## src/rtl/fixed_point_acc_scheduler_pkg.sv

```systemverilog
// Shared types and width helpers for the accumulator scheduler.
// The state encoding and derived widths live here so the top and the arbiter agree.
package acc_sched_pkg;

  typedef enum logic [1:0] {
    IDLE   = 2'd0,
    LAUNCH = 2'd1,
    WAIT   = 2'd2,
    RESULT = 2'd3
  } state_t;

  // Requester ID width; never below one bit.
  function automatic int id_w(input int num_req);
    return (num_req <= 2) ? 1 : $clog2(num_req);
  endfunction

  // Watchdog counter width; a disabled watchdog still gets a one-bit counter.
  function automatic int wd_w(input int timeout_cycles);
    return (timeout_cycles <= 0) ? 1 : $clog2(timeout_cycles + 1);
  endfunction

endpackage

```

## src/rtl/fixed_point_acc_scheduler_arbiter.sv

```systemverilog
// Round-robin grant logic with its pointer register.
// The grant is combinational; the pointer only moves when update_en marks a real transfer.
module round_robin_arbiter
  import acc_sched_pkg::*;
#(
  parameter int NUM_REQ = 4,
  parameter int ID_W    = id_w(NUM_REQ)
) (
  input  logic               clk,
  input  logic               rst_n,
  input  logic [NUM_REQ-1:0] valid,
  input  logic               update_en,
  output logic [NUM_REQ-1:0] grant,
  output logic [ID_W-1:0]    grant_id,
  output logic               any
);

  localparam logic [ID_W-1:0] LAST_ID = ID_W'(NUM_REQ - 1);

  logic [ID_W-1:0] ptr_reg;

  // First pass searches from the pointer upward, second pass wraps to the bottom.
  always_comb begin
    grant    = '0;
    grant_id = '0;
    any      = 1'b0;
    for (int i = 0; i < NUM_REQ; i++) begin
      if (!any && valid[i] && (ID_W'(i) >= ptr_reg)) begin
        any      = 1'b1;
        grant[i] = 1'b1;
        grant_id = ID_W'(i);
      end
    end
    for (int i = 0; i < NUM_REQ; i++) begin
      if (!any && valid[i]) begin
        any      = 1'b1;
        grant[i] = 1'b1;
        grant_id = ID_W'(i);
      end
    end
  end

  always_ff @(posedge clk or negedge rst_n) begin
    if (!rst_n) begin
      ptr_reg <= '0;
    end else if (update_en) begin
      ptr_reg <= (grant_id == LAST_ID) ? '0 : grant_id + 1'b1;
    end
  end

endmodule

```

## src/rtl/fixed_point_acc_scheduler.sv

```systemverilog
// Time-shares one fixed-point accumulator between NUM_REQ requesters.
// Operands are latched on accept and held for the whole run; results come back tagged with the requester ID.
module fixed_point_acc_scheduler
  import acc_sched_pkg::*;
#(
  parameter int WIDTH          = 8,
  parameter int NUM_INPUTS     = 16,
  parameter int NUM_REQ        = 4,
  parameter int TIMEOUT_CYCLES = 256,
  localparam int ID_W          = id_w(NUM_REQ)
) (
  input  logic                            CLK,
  input  logic                            RSTN,
  input  logic [NUM_REQ-1:0]              REQ_VALID,
  input  logic [NUM_REQ*NUM_INPUTS*WIDTH-1:0] REQ_VALUES,
  input  logic [NUM_REQ*WIDTH-1:0]        REQ_BIAS,
  output logic [NUM_REQ-1:0]              REQ_READY,
  output logic                            RES_VALID,
  input  logic                            RES_READY,
  output logic [ID_W-1:0]                 RES_ID,
  output logic [WIDTH-1:0]                RES_VALUE,
  output logic                            RES_OVERFLOW,
  output logic                            RES_ERROR,
  output logic                            BUSY,
  output logic [NUM_INPUTS*WIDTH-1:0]     ACC_VALUES_OUT,
  output logic [WIDTH-1:0]                ACC_BIAS_OUT,
  output logic                            ACC_VALID_OUT,
  input  logic [WIDTH-1:0]                ACC_VALUE_IN,
  input  logic                            ACC_VALID_IN,
  input  logic                            ACC_OVERFLOW_IN
);

  localparam int VW   = NUM_INPUTS * WIDTH;
  localparam int WD_W = wd_w(TIMEOUT_CYCLES);
  localparam logic [WD_W-1:0] WD_LAST = WD_W'((TIMEOUT_CYCLES == 0) ? 0 : TIMEOUT_CYCLES - 1);

  state_t            state_reg;
  logic [NUM_REQ-1:0] grant;
  logic [ID_W-1:0]   grant_id;
  logic              grant_any;
  logic              accept;
  logic [WD_W-1:0]   wd_cnt_reg;

  logic [VW-1:0]     acc_values_reg;
  logic [WIDTH-1:0]  acc_bias_reg;
  logic              acc_valid_reg;
  logic              res_valid_reg;
  logic [ID_W-1:0]   res_id_reg;
  logic [WIDTH-1:0]  res_value_reg;
  logic              res_overflow_reg;
  logic              res_error_reg;
  logic              busy_reg;

  logic [VW-1:0]     val_slice  [NUM_REQ];
  logic [WIDTH-1:0]  bias_slice [NUM_REQ];

  for (genvar gi = 0; gi < NUM_REQ; gi++) begin : g_slice
    assign val_slice[gi]  = REQ_VALUES[gi*VW +: VW];
    assign bias_slice[gi] = REQ_BIAS[gi*WIDTH +: WIDTH];
  end

  round_robin_arbiter #(
    .NUM_REQ (NUM_REQ),
    .ID_W    (ID_W)
  ) u_arb (
    .clk       (CLK),
    .rst_n     (RSTN),
    .valid     (REQ_VALID),
    .update_en (accept),
    .grant     (grant),
    .grant_id  (grant_id),
    .any       (grant_any)
  );

  // The grant only carries asserted requesters, so any grant in IDLE is a transfer.
  assign REQ_READY = (state_reg == IDLE) ? grant : '0;
  assign accept    = (state_reg == IDLE) && grant_any;

  always_ff @(posedge CLK or negedge RSTN) begin
    if (!RSTN) begin
      state_reg        <= IDLE;
      wd_cnt_reg       <= '0;
      acc_values_reg   <= '0;
      acc_bias_reg     <= '0;
      acc_valid_reg    <= 1'b0;
      res_valid_reg    <= 1'b0;
      res_id_reg       <= '0;
      res_value_reg    <= '0;
      res_overflow_reg <= 1'b0;
      res_error_reg    <= 1'b0;
      busy_reg         <= 1'b0;
    end else begin
      case (state_reg)
        IDLE: begin
          if (accept) begin
            acc_values_reg <= val_slice[grant_id];
            acc_bias_reg   <= bias_slice[grant_id];
            res_id_reg     <= grant_id;
            acc_valid_reg  <= 1'b1;
            busy_reg       <= 1'b1;
            state_reg      <= LAUNCH;
          end
        end
        LAUNCH: begin
          acc_valid_reg <= 1'b0;
          wd_cnt_reg    <= '0;
          state_reg     <= WAIT;
        end
        WAIT: begin
          if (ACC_VALID_IN) begin
            res_value_reg    <= ACC_VALUE_IN;
            res_overflow_reg <= ACC_OVERFLOW_IN;
            res_error_reg    <= 1'b0;
            res_valid_reg    <= 1'b1;
            state_reg        <= RESULT;
          end else if ((TIMEOUT_CYCLES != 0) && (wd_cnt_reg == WD_LAST)) begin
            res_value_reg    <= '0;
            res_overflow_reg <= 1'b0;
            res_error_reg    <= 1'b1;
            res_valid_reg    <= 1'b1;
            state_reg        <= RESULT;
          end else begin
            wd_cnt_reg <= wd_cnt_reg + 1'b1;
          end
        end
        RESULT: begin
          if (RES_READY) begin
            res_valid_reg <= 1'b0;
            busy_reg      <= 1'b0;
            state_reg     <= IDLE;
          end
        end
        default: state_reg <= IDLE;
      endcase
    end
  end

  assign ACC_VALUES_OUT = acc_values_reg;
  assign ACC_BIAS_OUT   = acc_bias_reg;
  assign ACC_VALID_OUT  = acc_valid_reg;
  assign RES_VALID      = res_valid_reg;
  assign RES_ID         = res_id_reg;
  assign RES_VALUE      = res_value_reg;
  assign RES_OVERFLOW   = res_overflow_reg;
  assign RES_ERROR      = res_error_reg;
  assign BUSY           = busy_reg;

endmodule

```

## config.mk

```make
export PLATFORM = sky130hd
export DESIGN_NAME = fixed_point_acc_scheduler
export DESIGN_NICKNAME = d
export VERILOG_FILES = /design/src/rtl/fixed_point_acc_scheduler_pkg.sv /design/src/rtl/fixed_point_acc_scheduler_arbiter.sv /design/src/rtl/fixed_point_acc_scheduler.sv
export SDC_FILE = /design/constraint.sdc
export NUM_CORES = 1
export LEC_CHECK = 0
export ABC_AREA = 1
export CORE_AREA = 10 10 273 275
export CTS_CLUSTER_SIZE = 16
export DETAILED_ROUTE_END_ITERATION = 10
export DIE_AREA = 0 0 283 285
export PLACE_DENSITY_LB_ADDON = 0.3
export SLEW_MARGIN = 25
export SYNTH_ARGS = -nofsm -noshare
export SYNTH_HDL_FRONTEND = slang
export SYNTH_SLANG_ARGS = --single-unit
```

## constraint.sdc

```tcl
create_clock -name CLK -period 2.7 [get_ports CLK]
set_clock_uncertainty 0.2 [all_clocks]
set_input_delay 0.54 -clock CLK [delete_from_list [all_inputs] [get_ports CLK]]
set_output_delay 0.54 -clock CLK [all_outputs]
set_load 0.03 [all_outputs]
```

==> results.py, run 1 <==
metrics = {
    "power": {
        "pwr_density_cell_mw_per_mm2": 1050,
        "cell_internal_pwr_w": 0.0107,
        "p_switching_w": 0.0107,
        "peakVddDrop_v": 0.000344,
        "clock_power_share_pct": 11.2,
        "fin_total_pwr_w": 0.0215,
        "power_frac_comb_pct": 68.3,
        "leakage_nw": 9.01,
        "swShare_pct": 50.0,
        "share_seq_of_total_power_pct": 20.5,
    },
    "worst_setup_path": {
        "critPathSlowestCell": "clkdlybuf4s50_1",
        "critPathRequiredTime_ns": 1.96,
        "timing.rr.end": "ACC_VALUES_OUT[12]",
        "reg2reg_from": "u_arb.ptr_reg[0]",
        "reg2reg_depth": 13,
        "cp_cell_sequence": "clkdlybuf4s50_1 -> nand2_2 -> nand3_2 -> nor2_4 -> nand4_1 -> a21oi_1 -> buf_4 -> buf_12",
        "r2r_slack_ns": 0.20,
        "critical_path_arrival_ns": 1.96,
        "startpoint_type": "primary input",
        "crit_fanout": 4,
        "end_kind": "output pin",
        "crit_type": "in2out",
        "slowest_delay_ns": 0.47,
        "critPathBufInv": 3,
        "cp_top_family": "buffers and inverters",
    },
    "sta": {
        "max_slew.worst_pin.slew_ns": 0.538,
        "min_period_ns": 2.70,
        "fmax_ghz": 0.370,
        "drv_slew": 0,
        "timing.final.crit_share_pct": 100,
        "slew_headroom_pct": 64.1,
        "layout_setup_ws_ns": -0.00306,
        "setup_viol": 1,
        "rsz0062_at_grt": "true",
        "hold_viol_final": 0,
    },
    "cells_and_area": {
        "fin_nets": 2940,
        "syn_to_final_growth_pct": 84.9,
        "drive_gt1_share_pct": 6.88,
        "fillers": 7379,
        "seq_area_mm2": 0.00410,
        "multi_input_area_mm2": 0.00609,
        "final_cell_mix": "clkdlybuf4s50_1 (708), nand3_1 (687), nand2_1 (567)",
        "largest_register_ffs": 128,
        "finalNonFillerCells": 3326,
        "final_common_cell": "clkdlybuf4s50_1",
    },
    "yosys": {
        "synth_top_family_by_area": "simple AND/OR/NAND/NOR gates",
        "synth_cell_type_count": 29,
        "postSynthNetCount": 2241,
        "avgSynthCellArea_um2": 6.62,
        "ys_seq_elements": 164,
        "syn_inst": 1673,
        "synth_simple_gate_area_share_pct": 51.6,
        "synthXorXnorAreaFrac_pct": 0.0791,
        "synth_compound_area_share_pct": 2.07,
        "ys_warn_count": 0,
        "netlist_area_mm2": 0.0111,
        "synthMuxAreaShare_pct": 0,
        "yosysSeqAreaShare_pct": 37.0,
        "yosys.area_share.adder_pct": 0.791,
    },
    "die": {
        "fp.dieW_um": 283,
        "core_area_mm2": 0.0693,
        "io_pins": 716,
        "fp-row-count": 97,
        "dieArea_mm2": 0.0807,
        "die_height_um": 285,
        "initial_core_util_pct": 16.0,
    },
    "min_path": {
        "hold_path_depth": 2,
        "hold_start": "ACC_VALUES_OUT[103]",
        "hold_class": "reg2reg",
        "min_to": "ACC_VALUES_OUT[103]",
    },
    "place": {
        "portBuffers": 715,
        "routabilityCongestion": 0.944,
        "hpwlAfterDp_um": 52700,
        "preCtsSetupSlack_ns": -0.252,
        "dp.cells": 3284,
    },
    "global_route": {
        "top_usage_layer": "met2",
        "use_met3_pct": 5.25,
        "grt_pass1_wl_um": 98000,
        "grt_pass1_vias": 15300,
        "grt_max_degree": 91,
        "grt.total_usage_pct": 15.7,
        "use_met2_pct": 27.1,
        "overflow": 0,
        "use_met1_pct": 17.8,
        "antenna_found_initial": 3,
    },
    "cts": {
        "cts_max_path_buffers": 2,
        "cts_tree": "yes",
        "clock-sinks": 164,
        "root_buffer": "clkbuf_16",
        "cts_buffers": 17,
        "clkTransAtPathRegs_ns": 0.08,
        "worstSkewPairLatency_ns": 0.47,
        "h-tree-depth": 4,
    },
    "drt": {
        "num_vias": 14700,
        "vias_per_cell": 4.41,
        "wl_um": 65600,
        "wire_per_inst_um": 19.7,
        "first_iter_violations": 788,
        "dr.pass1.iters": 5,
        "drc": 0,
        "postRouteAntennaNets": 0,
    },
    "outcome": {
        "status": "finished, violations left",
        "violations": "setup timing",
    },
    "run": {
        "cap_violations": 0,
    },
}
-- cell usage after synthesis --
cell,instances,area (um^2)
dfrtp_1,164,4100
o21ai_0,15,75.1
inv_2,3,11.3
ha_1,7,87.6
o21a_1,1,7.51
o22ai_1,1,6.26
buf_2,117,586
a22o_1,9,78.8
inv_1,26,97.6
and3_1,1,6.26
xor2_1,1,8.76
a21oi_1,8,40.0
nand3_1,687,3440
buf_1,2,7.51
nor3_1,3,15.0
nand4_1,3,18.8
clkinv_1,2,7.51
nor2_1,12,45.0
nand2_1,570,2140
o32ai_1,1,8.76
a21boi_0,1,7.51
clkbuf_1,14,52.6
buf_6,11,124
nand2_2,3,18.8
nand3_2,2,20.0
o21ai_1,1,5.00
or2_2,1,6.26
buf_4,6,45.0
nor2_4,1,11.3
-- logic make-up after synthesis --
family	after synthesis
xor gates and xnor gates	1
and+or+nand+nor	1283
AOI/OAI and AO/OA	37
buffers and inverters	181
adders and majority gates	7
DFF	164
-- power by group through the flow --
stage | sequential, W | combinational (W) | clock [W]
after floorplan | 0.00649 | 0.00605 | 0
after global placement | 0.00440 | 0.0148 | 0
after detailed placement | 0.00442 | 0.0148 | 0
after CTS | 0.00441 | 0.0149 | 0.00251
after global routing | 0.00454 | 0.0160 | 0.00261
final | 0.00440 | 0.0147 | 0.00241
-- worst max path at each step --
stage,startpoint,endpoint,slack (ns),cells past startpoint
6_report,REQ_VALID[0],REQ_READY[2],-0.003,8
5_1_grt,REQ_VALID[0],REQ_READY[2],-0.08,8
4_1_cts,REQ_VALID[2],REQ_READY[1],-0.002,7
3_5_place_dp,REQ_VALID[2],ACC_VALUES_OUT[12],-0.25,12
3_3_place_gp,REQ_VALID[2],ACC_VALUES_OUT[15],-0.19,12
2_1_floorplan,REQ_VALID[2],REQ_READY[1],0.20,7
-- layout make-up --
cell class / instances / area share, %
timing repair buffer: 830 / 41.1
sequential: 164 / 20.0
clock buffer: 19 / 2.16
antenna: 2 / 0.0244
inverter: 31 / 0.641
tap: 940 / 5.74
multi-input combinational: 1328 / 29.8
clock inverter: 12 / 0.489
-- per-stage QoR --
stage          hold WS, ns  setup TNS, ns  util [%]  cell area (um^2)
2_1_floorplan       0.0444              0         -             11100
3_3_place_gp         0.263          -5.34      28.6             19800
3_5_place_dp         0.264         -10.29      28.6             19800
4_1_cts              0.285       -0.00226      29.5             20400
5_1_grt              0.296         -0.102      29.5             20500
6_report             0.282       -0.00306      29.6             20500
-- routing by layer --
| layer | share of wire, % | wire, um |
|---|---|---|
| met5 | 0.052 | 34 |
| met4 | 2.8 | 1830 |
| met3 | 8.1 | 5310 |
| met2 | 50 | 32500 |
| met1 | 40 | 25900 |
-- tightest hold or removal path, delay by kind of cell (launching register included) --
family / cells / cell delay (ns)
DFF: 1 / 0.34
and+or+nand+nor: 2 / 0.11
-- timing repair --
item,4_1_cts,5_1_grt
hold endpoints to repair,41,0
setup endpoints to repair,2,3
hold buffers,1,0
pin swaps,1,4
gates resized for setup,2,2
buffers inserted,1,7
Power figures use the tool's default switching activity.
==> run 2, diff against run 1 <==
--- a/config.mk
+++ b/config.mk
@@ -10,6 +10,7 @@
 export CTS_CLUSTER_SIZE = 16
 export DETAILED_ROUTE_END_ITERATION = 10
 export DIE_AREA = 0 0 283 285
+export GPL_ROUTABILITY_DRIVEN = 1
 export PLACE_DENSITY_LB_ADDON = 0.3
 export SLEW_MARGIN = 25
 export SYNTH_ARGS = -nofsm -noshare
==> results of run 2 <==
No change in the layout: final DEF, timing and power equal those of run 1.
==> run 3, diff against run 2 <==
--- a/config.mk
+++ b/config.mk
@@ -6,12 +6,14 @@
 export NUM_CORES = 1
 export LEC_CHECK = 0
 export ABC_AREA = 1
+export CAP_MARGIN = 40
 export CORE_AREA = 10 10 273 275
 export CTS_CLUSTER_SIZE = 16
 export DETAILED_ROUTE_END_ITERATION = 10
 export DIE_AREA = 0 0 283 285
 export GPL_ROUTABILITY_DRIVEN = 1
 export PLACE_DENSITY_LB_ADDON = 0.3
+export SKIP_CTS_REPAIR_TIMING = 1
 export SLEW_MARGIN = 25
 export SYNTH_ARGS = -nofsm -noshare
 export SYNTH_HDL_FRONTEND = slang
==> run 3 against run 2 <==
Against the previous run: the flow still finishes with violations (setup timing); largest cell class unchanged; power rose by 0.18%; utilization barely moved; worst setup slack got worse by 0.049 ns.
==> results.py, run 3 (synthesized netlist as in run 1, its figures left out) <==
metrics = {
    "outcome": {
        "status": "finished, violations left",
        "violations": "setup timing",
    },
    "cts": {
        "clkTransAtPathRegs_ns": 0.07,
        "cts_tree": "yes",
        "clock-sinks": 164,
        "h-tree-depth": 4,
        "cts_max_path_buffers": 2,
        "cts_buffers": 17,
        "root_buffer": "clkbuf_16",
        "worstSkewPairLatency_ns": 0.47,
    },
    "cells_and_area": {
        "drive_gt1_share_pct": 6.93,
        "largest_register_ffs": 128,
        "final_area_mm2": 0.0205,
        "fin_nets": 2938,
        "final_cell_mix": "clkdlybuf4s50_1 (707), nand3_1 (687), nand2_1 (566)",
        "final_common_cell": "clkdlybuf4s50_1",
        "syn_to_final_growth_pct": 84.8,
        "finalNonFillerCells": 3324,
    },
    "power": {
        "p_switching_w": 0.0108,
        "cell_internal_pwr_w": 0.0108,
        "pwr_density_cell_mw_per_mm2": 1050,
        "leakage_nw": 9.01,
        "swShare_pct": 50.0,
        "power_frac_comb_pct": 68.3,
        "clock_power_share_pct": 11.2,
        "peakVddDrop_v": 0.000345,
        "fin_total_pwr_w": 0.0215,
        "share_seq_of_total_power_pct": 20.5,
    },
    "sta": {
        "setup_tns_ns": -0.0520,
        "min_period_ns": 2.75,
        "slew_headroom_pct": 64.2,
        "drv_slew": 0,
        "hold_viol_final": 0,
        "setup_viol": 1,
        "timing.final.crit_share_pct": 102,
        "max_slew.worst_pin.slew_ns": 0.537,
        "rsz0062_at_grt": "true",
        "fmax_ghz": 0.363,
        "layout_setup_ws_ns": -0.0520,
    },
    "drt": {
        "first_iter_violations": 864,
        "wl_um": 65600,
        "num_vias": 14600,
        "vias_per_cell": 4.40,
        "drc": 0,
        "wire_per_inst_um": 19.7,
        "postRouteAntennaNets": 0,
        "dr.pass1.iters": 5,
    },
    "min_path": {
        "hold_path_depth": 2,
        "hold_start": "ACC_VALUES_OUT[89]",
        "hold_class": "reg2reg",
        "min_to": "ACC_VALUES_OUT[89]",
    },
    "die": {
        "initial_core_util_pct": 16.0,
        "io_pins": 716,
        "fp-row-count": 97,
        "core_area_mm2": 0.0693,
        "fp.dieW_um": 283,
        "dieArea_mm2": 0.0807,
        "die_height_um": 285,
    },
    "worst_setup_path": {
        "r2r_slack_ns": 0.22,
        "critical_path_arrival_ns": 2.01,
        "reg2reg_depth": 13,
        "end_kind": "output pin",
        "reg2reg_from": "u_arb.ptr_reg[0]",
        "timing.rr.end": "ACC_VALUES_OUT[12]",
        "crit_fanout": 4,
        "critPathRequiredTime_ns": 1.96,
        "crit_type": "in2out",
        "startpoint_type": "primary input",
    },
    "run": {
        "cap_violations": 0,
    },
    "global_route": {
        "antenna_found_initial": 3,
        "grt_max_degree": 91,
        "grt_pass1_wl_um": 97900,
        "grt_pass1_vias": 15200,
        "grt.total_usage_pct": 15.7,
        "overflow": 0,
    },
    "place": {
        "portBuffers": 715,
        "hpwlAfterDp_um": 52700,
        "routabilityCongestion": 0.944,
        "dp.cells": 3284,
        "dpl_cell_area_mm2": 0.0198,
    },
}
-- run 3: cell count changes in the layout (fill, tap and decap cells not counted), sizes merged --
cell,change
buf,-2
clkdlybuf4s50,-1
dlymetal6s2s,+1
-- run 3: critical path: stages --
cell and delay (ns):
clkdlybuf4s50_1 0.44, nand2_2 0.11, nand3_2 0.10, nor2_4 0.17
nand4_1 0.19, a21oi_1 0.19, buf_4 0.14, buf_12 0.12
-- run 3: through the flow --
stage | utilization [%] | worst slack (ns) | hold slack [ns]
after global placement | 28.6 | -0.192 | 0.263
after floorplan | - | 0.198 | 0.0444
after global routing | 29.5 | -0.155 | 0.296
final | 29.5 | -0.0520 | 0.283
after detailed placement | 28.6 | -0.252 | 0.264
after CTS | 29.4 | -0.124 | -0.205
-- run 3: worst max path at each step --
stage / from / to / slack (ns) / depth (start not counted)
global route: u_arb.ptr_reg[1] / REQ_READY[2] / -0.15 / 8
global placement: REQ_VALID[2] / ACC_VALUES_OUT[15] / -0.19 / 12
detailed placement: REQ_VALID[2] / ACC_VALUES_OUT[12] / -0.25 / 12
CTS: REQ_VALID[2] / REQ_READY[1] / -0.12 / 7
floorplan: REQ_VALID[2] / REQ_READY[1] / 0.20 / 7
finish: REQ_VALID[1] / REQ_READY[2] / -0.05 / 8
-- run 3: power by group through the flow --
stage | clock [W] | combinational (W) | sequential (W)
6_report | 0.00241 | 0.0147 | 0.00441
5_1_grt | 0.00261 | 0.0160 | 0.00454
4_1_cts | 0.00251 | 0.0149 | 0.00441
3_5_place_dp | 0 | 0.0148 | 0.00442
3_3_place_gp | 0 | 0.0148 | 0.00440
2_1_floorplan | 0 | 0.00605 | 0.00649
-- run 3: cell type report --
cell class	instances	area [um^2]
antenna	2	5.00
fill	7372	48800
clock buffer	19	443
clock inverter	12	100
inverter	31	131
sequential	164	4100
timing repair buffer	828	8410
multi-input combinational	1328	6100
tap	940	1180
-- run 3: per-layer routing --
| layer | up-vias | global-route usage, % | part of all wire [%] |
|---|---|---|---|
| li1 | 7030 | - | - |
| met1 | 6912 | 17.8 | 40 |
| met2 | 599 | 27.0 | 50 |
| met3 | 65 | 5.25 | 8.0 |
| met4 | 4 | 5.72 | 2.7 |
| met5 | - | 0 | 0.052 |
==> RTL change: new RTL, flow settings as in run 1 <==
Change the parameter `WIDTH` from 8 to 7.
--- a/src/rtl/fixed_point_acc_scheduler.sv
+++ b/src/rtl/fixed_point_acc_scheduler.sv
@@ -5,3 +5,3 @@
 #(
-  parameter int WIDTH          = 8,
+  parameter int WIDTH          = 7,
   parameter int NUM_INPUTS     = 16,
Ports: changed (6 resized); port bits go from 716 to 629. The function was not compared with the original's and may differ.
==> RTL change against run 1 <==
Sequential power is 12% lower; critical path depth stayed put; global-route usage is 1.7 points lower; power is 10% lower; sequential cell count is 18 lower; synthesized area is 11% lower; worst setup slack better by 55 ps; largest power group unchanged; cell area is 9.7% lower; routed wire length is 12% lower; cell count is 7.8% lower; via count is 12% lower.
==> RTL change: results (changes against run 1) <==
Worst-margin pin slew: 721 ps (+183 ps)
Worst path max stage delay: 430 ps (-40 ps)
Multi-In Gates: 1175 (-12%)
Syn nets: 1976 (-12%)
Xor and xnor area share after synthesis: 0 (-0.000791)
Seq area share: 0.198 (-0.00273)
Placed cell count: 3031 (-7.7%)
Finished Layout Cells: 3068 (-7.8%)
Seq power: 3860 uW (-12%)
Hpwl dp: 46100 um (-12%)
Post-synth top cells: 603 x nand3_1, 503 x nand2_1, 146 x dfrtp_1
Compound-gate portion of the synthesized area: 0.0228 (+0.00217)
Htree depth: 4 (unchanged)
Met1 Track Usage GR: 0.160 (-0.0186)
Synth area leaders: dfrtp_1 37%, nand3_1 31%, nand2_1 19%
Cell Pwr Density: 1040 nW/um2 (-0.55%)
Synth cell types: 32 (+10%)
Core Util, Final: 0.267 (-0.0288)
DR WL met2: 28900 um (-11%)
Buffering overhead: 0.408 (-0.00323)
Multi-input gate area: 5440 um2 (-11%)
Fillers: 7476 (+1.3%)
Largest net degree at the start of global routing: 58 (-36%)
PostCTS Resize Cnt: 5 (+3)
Initial DRC count: 812 (+3.0%)
Max FFs per register: 112 (-13%)
M1 wire length: 23100 um (-11%)
Grt met3 use: 0.0468 (-0.00565)
GP Congestion: 0.973 (+3.1%)
N_diodes: 0 (-2)
Repair and plain buffers: 749 (-9.8%)
Maximum vdd ir drop: 0.435 mV (+26%)
Via count: 12861 (-12%)
Total clock sinks: 146 (-11%)
WL final: 57900 um (-12%)
GRT Util Overall: 0.140 (-0.0167)
Number of global-route vias before repair: 13616 (-11%)
Syn Area/Cell: 6.68 um2 (+0.82%)
Fraction of layout cells with a size suffix above 1: 0.0832 (+0.0144)
Outcome: finished clean
Post-synthesis sequential area ratio: 0.370 (about the same)
Number of buffers added on ports: 628 (-12%)
Layout clock area frac: 0.0305 (+0.00395)
First-pass GRT wire length: 87100 um (-11%)
Met3 wire len: 4550 um (-14%)
Initial antenna violation count: 2 (-1)
Inverter count: 26 (-16%)
Leakage: 0.00808 uW (-10%)
Critical path fanouts, max: 6 (+2)
P_sw: 9560 uW (-11%)
Nets: 2614 (-11%)
-- RTL change: cell count changes in the layout (fill, tap and decap cells not counted), sizes merged, moves of 5 or more --
| cell | before | now |
|---|---|---|
| nand3 | 689 | 605 |
| dfrtp | 164 | 146 |
| nand2 | 573 | 505 |
| clkdlybuf4s50 | 708 | 623 |
| buf | 120 | 125 |
-- RTL change: worst paths after layout --
| check | endpoint | slack (ps) | depth (start not counted) | startpoint |
|---|---|---|---|---|
| min in group asynchronous | ACC_VALUES_OUT[64] | 450 | 2 | RSTN |
| setup reg to reg | ACC_VALUES_OUT[38] | 290 | 12 | u_arb.ptr_reg[0] |
| hold / removal | ACC_VALUES_OUT[19] | 280 | 2 | ACC_VALUES_OUT[19] |
| setup / recovery | REQ_READY[1] | 50 | 8 | REQ_VALID[2] |
| max in group asynchronous | ACC_VALUES_OUT[3] | 1210 | 3 | RSTN |
| hold reg to reg | ACC_VALUES_OUT[19] | 280 | 2 | ACC_VALUES_OUT[19] |
